### src/rtl/mem_stage.sv
// Memory pipeline stage: forwards ALU results and runs one load/store at a
// time on a simple req/ack bus with a bounded wait and an error pulse.
//
//   state | meaning
//   IDLE  | accepting inputs; ALU results and misalignment errors resolve here
//   REQ   | bus request held until ack or the wait counter reaches TIMEOUT
//   RESP  | single writeback cycle for the completed access
module mem_stage #(
    parameter int unsigned TIMEOUT = 255
) (
    input  logic        clk,
    input  logic        reset,
    input  logic        i_valid,
    input  logic [63:0] i_data,
    input  logic [63:0] i_addr,
    input  logic [4:0]  i_rd,
    input  logic        i_is_load,
    input  logic        i_is_store,
    input  logic [1:0]  i_size,
    input  logic        i_unsigned,
    input  logic [31:0] i_pc,
    input  logic        i_flush,
    output logic        stall,
    output logic        mem_req,
    output logic        mem_we,
    output logic [63:0] mem_addr,
    output logic [63:0] mem_wdata,
    output logic [7:0]  mem_wstrb,
    input  logic        mem_ack,
    input  logic [63:0] mem_rdata,
    output logic        wb_valid,
    output logic [4:0]  wb_rd,
    output logic [63:0] wb_data,
    output logic [31:0] wb_pc,
    output logic        mem_err
);
    typedef enum logic [1:0] {IDLE, REQ, RESP} state_t;

    localparam logic [7:0] TIMEOUT_CNT = 8'(TIMEOUT);

    state_t      state, state_nxt;
    logic [63:0] addr_q, data_q;
    logic [1:0]  size_q;
    logic        uns_q, load_q, store_q, flush_q;
    logic [4:0]  rd_q;
    logic [31:0] pc_q;
    logic [7:0]  wait_cnt;
    logic        alu_v_q, err_q;
    logic [63:0] wb_data_q;
    logic [4:0]  wb_rd_q;
    logic [31:0] wb_pc_q;

    logic        accept, is_mem, misaligned, wait_last;
    logic [63:0] line_sh, load_ext;
    logic [7:0]  strb_base;

    assign accept    = (state == IDLE) && i_valid && !i_flush;
    assign is_mem    = i_is_load || i_is_store;
    assign wait_last = (wait_cnt + 8'd1) == TIMEOUT_CNT;

    always_comb begin
        misaligned = 1'b0;
        case (i_size)
            2'd1:    misaligned = i_addr[0];
            2'd2:    misaligned = |i_addr[1:0];
            2'd3:    misaligned = |i_addr[2:0];
            default: misaligned = 1'b0;
        endcase
    end

    // Load extraction works on the live bus line so it can be registered at ack.
    assign line_sh = mem_rdata >> {addr_q[2:0], 3'b000};

    always_comb begin
        load_ext = line_sh;
        case (size_q)
            2'd0: load_ext = uns_q ? {56'd0, line_sh[7:0]}  : {{56{line_sh[7]}},  line_sh[7:0]};
            2'd1: load_ext = uns_q ? {48'd0, line_sh[15:0]} : {{48{line_sh[15]}}, line_sh[15:0]};
            2'd2: load_ext = uns_q ? {32'd0, line_sh[31:0]} : {{32{line_sh[31]}}, line_sh[31:0]};
            default: load_ext = line_sh;
        endcase
    end

    always_comb begin
        strb_base = 8'hFF;
        case (size_q)
            2'd0:    strb_base = 8'h01;
            2'd1:    strb_base = 8'h03;
            2'd2:    strb_base = 8'h0F;
            default: strb_base = 8'hFF;
        endcase
    end

    always_comb begin
        state_nxt = state;
        case (state)
            IDLE: if (accept && is_mem && !misaligned) state_nxt = REQ;
            REQ: begin
                if (mem_ack)        state_nxt = RESP;
                else if (wait_last) state_nxt = IDLE;
            end
            RESP:    state_nxt = IDLE;
            default: state_nxt = IDLE;
        endcase
    end

    always_ff @(posedge clk or negedge reset) begin
        if (!reset) state <= IDLE;
        else        state <= state_nxt;
    end

    always_ff @(posedge clk or negedge reset) begin
        if (!reset) begin
            addr_q    <= '0;
            data_q    <= '0;
            size_q    <= '0;
            uns_q     <= 1'b0;
            load_q    <= 1'b0;
            store_q   <= 1'b0;
            flush_q   <= 1'b0;
            rd_q      <= '0;
            pc_q      <= '0;
            wait_cnt  <= '0;
            alu_v_q   <= 1'b0;
            err_q     <= 1'b0;
            wb_data_q <= '0;
            wb_rd_q   <= '0;
            wb_pc_q   <= '0;
        end else begin
            alu_v_q <= 1'b0;
            err_q   <= 1'b0;
            case (state)
                IDLE: begin
                    if (accept) begin
                        if (!is_mem) begin
                            alu_v_q   <= 1'b1;
                            wb_rd_q   <= i_rd;
                            wb_data_q <= i_data;
                            wb_pc_q   <= i_pc;
                        end else if (misaligned) begin
                            err_q <= 1'b1;
                        end else begin
                            addr_q   <= i_addr;
                            data_q   <= i_data;
                            size_q   <= i_size;
                            uns_q    <= i_unsigned;
                            load_q   <= i_is_load;
                            store_q  <= i_is_store;
                            rd_q     <= i_rd;
                            pc_q     <= i_pc;
                            wait_cnt <= '0;
                            flush_q  <= 1'b0;
                        end
                    end
                end
                REQ: begin
                    // A flush only marks the access; the bus handshake still completes.
                    if (i_flush) flush_q <= 1'b1;
                    if (mem_ack) begin
                        wb_rd_q   <= load_q ? rd_q : 5'd0;
                        wb_data_q <= load_q ? load_ext : 64'd0;
                        wb_pc_q   <= pc_q;
                    end else begin
                        wait_cnt <= wait_cnt + 8'd1;
                        if (wait_last) err_q <= 1'b1;
                    end
                end
                default: ;
            endcase
        end
    end

    assign stall     = (state != IDLE);
    assign mem_req   = (state == REQ);
    assign mem_we    = mem_req && store_q;
    assign mem_addr  = {addr_q[63:3], 3'b000};
    assign mem_wstrb = mem_req ? (strb_base << addr_q[2:0]) : 8'h00;
    assign mem_wdata = data_q << {addr_q[2:0], 3'b000};
    assign wb_valid  = alu_v_q || ((state == RESP) && !flush_q && !i_flush);
    assign wb_rd     = wb_rd_q;
    assign wb_data   = wb_data_q;
    assign wb_pc     = wb_pc_q;
    assign mem_err   = err_q;

endmodule

### config.mk
export PLATFORM = sky130hd
export DESIGN_NAME = mem_stage
export DESIGN_NICKNAME = d
export VERILOG_FILES = /design/src/rtl/mem_stage.sv
export SDC_FILE = /design/constraint.sdc
export NUM_CORES = 1
export LEC_CHECK = 0
export CORE_AREA = 2 2 188 190
export CTS_CLUSTER_DIAMETER = 80
export DETAILED_ROUTE_END_ITERATION = 12
export DIE_AREA = 0 0 190 192
export PLACE_DENSITY = 0.76
export REMOVE_ABC_BUFFERS = 1
export SETUP_SLACK_MARGIN = 0.4
export SYNTH_ARGS = -nofsm -noshare
export SYNTH_HDL_FRONTEND = slang
export SYNTH_SLANG_ARGS = --single-unit
### constraint.sdc
create_clock -name clk -period 6.5 [get_ports clk]
set_clock_uncertainty 0.2 [all_clocks]
set_input_delay 0.975 -clock clk [delete_from_list [all_inputs] [get_ports clk]]
set_output_delay 0.975 -clock clk [all_outputs]
set_load 0.01 [all_outputs]
==> results.cfg <==
[route]
drtPass1Iterations = 7
vias = 14000
route.detailed.drc = 0
routed_via_density = 5.76
wirelength_um = 56600
drtIter0Drc = 1107
ant_nets = 0
routedWlPerCell_um = 23.2

[synth]
yosysWarningCount = 0
yosys.cell_types.count = 59
synth.avg_cell_area_um2 = 9.79
ys_top_cells_by_area = dfrtp_1 45%, mux2_2 14%, mux2i_1 5.6%
syn_area_um2 = 15700
yosysTopAreaCell = dfrtp_1
synth.top_cell.area_share_pct = 45.3
synth_edf_count = 0
syn_inst = 1602
synth-seq-cells = 284
synth_ff_type = dfrtp_1
yosysSeqAreaShare_pct = 45.3
synthArstFlopShare_pct = 100

[layout]
finalNonFillerCells = 2434
mostFrequentLayoutCells = 476 x clkdlybuf4s50_1, 280 x dfrtp_1, 199 x mux2_2
area_growth_pct = 36.7
nNetsFinal = 2190
drive_gt1_share_pct = 15.6
final_common_cell = clkdlybuf4s50_1
nFillCells = 2735

[timing]
slew_headroom_pct = 14.2
worstMarginPinSlew_ns = 1.28
period_needed_ns = 4.99
rsz0062_at_grt = no
final_hold_viol_count = 0
setup_violations = 0
post-route-period-util_pct = 76.7
fmax_mhz = 201
drv_slew = 0

[setup_path]
required_ns = 5.32
r2r-end = wb_data[33]$_DFFE_PN0P_
r2r_start = addr_q[2]$_DFFE_PN0P_
startpoint_type = flip-flop
worstPathMaxFanout = 72
crit_path_end_kind = primary output
rr_worst_depth = 8
cp.arrival_ns = 3.81
rrSetupSlack_ns = 2.10
worst-setup-path-type = flip-flop to primary output

[cts]
clock_latency_ns = 0.51
holdBufCountCts = 0
cts_made_buffers = 35
ctsLongestPathBuffers = 3
clkTransAtPathRegs_ns = 0.06
cts_setup_buffers = 0
htreeDepth = 2
cts_sinks = 284
ctsRootBufferMaster = clkbuf_16
cts_tree = built
cts_resized = 0

[job]
drv_cap = 0

[placement]
place_inst = 2367
place_congestion = 0.930
place_hpwl_um = 39100
io_buffers = 477

[floorplanning]
placement_rows = 68
start_util_pct = 45.7
dieArea_um2 = 36500
ios = 481
core_um2 = 34300
die_x_um = 190
die_h_um = 192

[grt]
grt_pass1_wl_um = 83600
grt_max_degree = 157
antenna_found_initial = 5
grt_pass1_vias = 14000
gr-total-overflow = 0
grt_util_all_layers_pct = 30.0

[power_and_ir_drop]
clock_power_share_pct = 24.0
power.internal_mw = 5.62
p_leak_nw = 8.79
cellPowerDensity_nw_per_um2 = 408
max-vdd-ir-drop_uv = 293
power.switching_mw = 3.12
pwr-share-seq_pct = 32.9
p_comb_share_pct = 43.0
p_total_mw = 8.74
switching_share_pct = 35.7

[min_path]
hp-class = input pin to asynchronous set/reset pin

[status]
status = finished, final reports clean
==> per-stage QoR <==
step	TNS, ns	utilization [%]	hold slack, ns	setup WS [ns]	instance area (um^2)
CTS	0	62.4	0.287	1.58	21400
global route	0	62.5	0.296	1.45	21400
detailed placement	0	58.8	0.286	2.12	20200
floorplan	-1390.35	-	0.264	-8.10	14600
finish	0	62.5	0.266	1.51	21400
global placement	0	58.8	0.280	2.06	20200
==> worst max-delay path: stages, from the launching register on <==
cell and delay (ns):
dfrtp_4 0.77, or2_2 0.62, nor2_2 0.96, buf_4 0.26
and2_1 0.12, clkdlybuf4s50_1 0.54
==> worst max path at each step <==
stage	slack [ns]	start	end
after floorplan	-8.10	i_size[1]	addr_q[10]$_DFFE_PN0P_
after global placement	2.06	addr_q[0]$_DFFE_PN0P_	mem_wdata[0]
after detailed placement	2.12	addr_q[0]$_DFFE_PN0P_	mem_wdata[0]
after CTS	1.58	addr_q[0]$_DFFE_PN0P_	mem_wdata[0]
after global routing	1.45	addr_q[0]$_DFFE_PN0P_	mem_wdata[4]
final	1.51	addr_q[0]$_DFFE_PN0P_	mem_wdata[0]
==> power by group through the flow <==
| stage | clock, mW | combinational, mW | sequential [mW] |
|---|---|---|---|
| 5_1_grt | 2.21 | 4.02 | 2.95 |
| 3_3_place_gp | 0 | 3.67 | 2.86 |
| 4_1_cts | 2.13 | 3.75 | 2.86 |
| 3_5_place_dp | 0 | 3.72 | 2.89 |
| 6_report | 2.10 | 3.76 | 2.88 |
| 2_1_floorplan | 0 | 1.69 | 2.99 |
==> flip-flops by register name, indices dropped and copies added, names as in the netlist <==
| name | count |
|---|---|
| addr_q | 64 |
| data_q | 64 |
| wb_data | 64 |
| pc_q | 32 |
| wb_pc | 32 |
| wait_cnt | 8 |
| rd_q | 5 |
| wb_rd | 5 |
| size_q | 2 |
| state | 2 |
| alu_v_q | 1 |
| flush_q | 1 |
| load_q | 1 |
| mem_err | 1 |
| store_q | 1 |
| uns_q | 1 |
==> synth_stat cells (7+ instances only) <==
master	number
dfrtp_1	284
mux2_2	199
nor2_1	198
a21oi_1	171
nand2_1	151
mux2i_1	88
buf_4	75
o21ai_0	67
buf_2	55
clkbuf_1	48
a31oi_1	41
nor3b_1	34
o22ai_1	32
and2_1	16
nand2b_1	16
nand3_1	15
buf_1	8
o221ai_1	8
inv_1	7
mux4_2	7
==> cells by family (layout without fill, tap and decap cells) <==
logic type | after synthesis | after routing | share of synthesized area [%]
mux | 294 | 294 | 20.9
other cells | 1 | 9 | 0.0239
fa+ha+maj | 2 | 2 | 0.160
xor+xnor | 5 | 5 | 0.279
buf+inv | 198 | 567 | 7.15
simple gates | 461 | 461 | 13.2
flops | 284 | 284 | 45.3
compound gates | 357 | 357 | 13.0
==> routing by layer <==
layer | vias to the layer above | track usage [%] | share of wire, %
met5 | - | 0 | 0
met4 | 0 | 12.5 | 4.0
met3 | 161 | 6.38 | 8.4
met2 | 799 | 49.8 | 48
met1 | 6789 | 38.1 | 39
li1 | 6281 | - | -
==> area by class of cell <==
type	count	area (um^2)	share of cell area (%)
Tap cell	455	569	2.66
Clock buffer	49	1050	4.91
Clock inverter	12	195	0.911
Antenna cell	6	15.0	0.0701
Sequential cell	284	7120	33.2
Multi-Input combinational cell	1122	7480	34.9
Inverter	10	50.0	0.234
Timing Repair Buffer	496	4950	23.1
(Power assumes the default switching activity.)
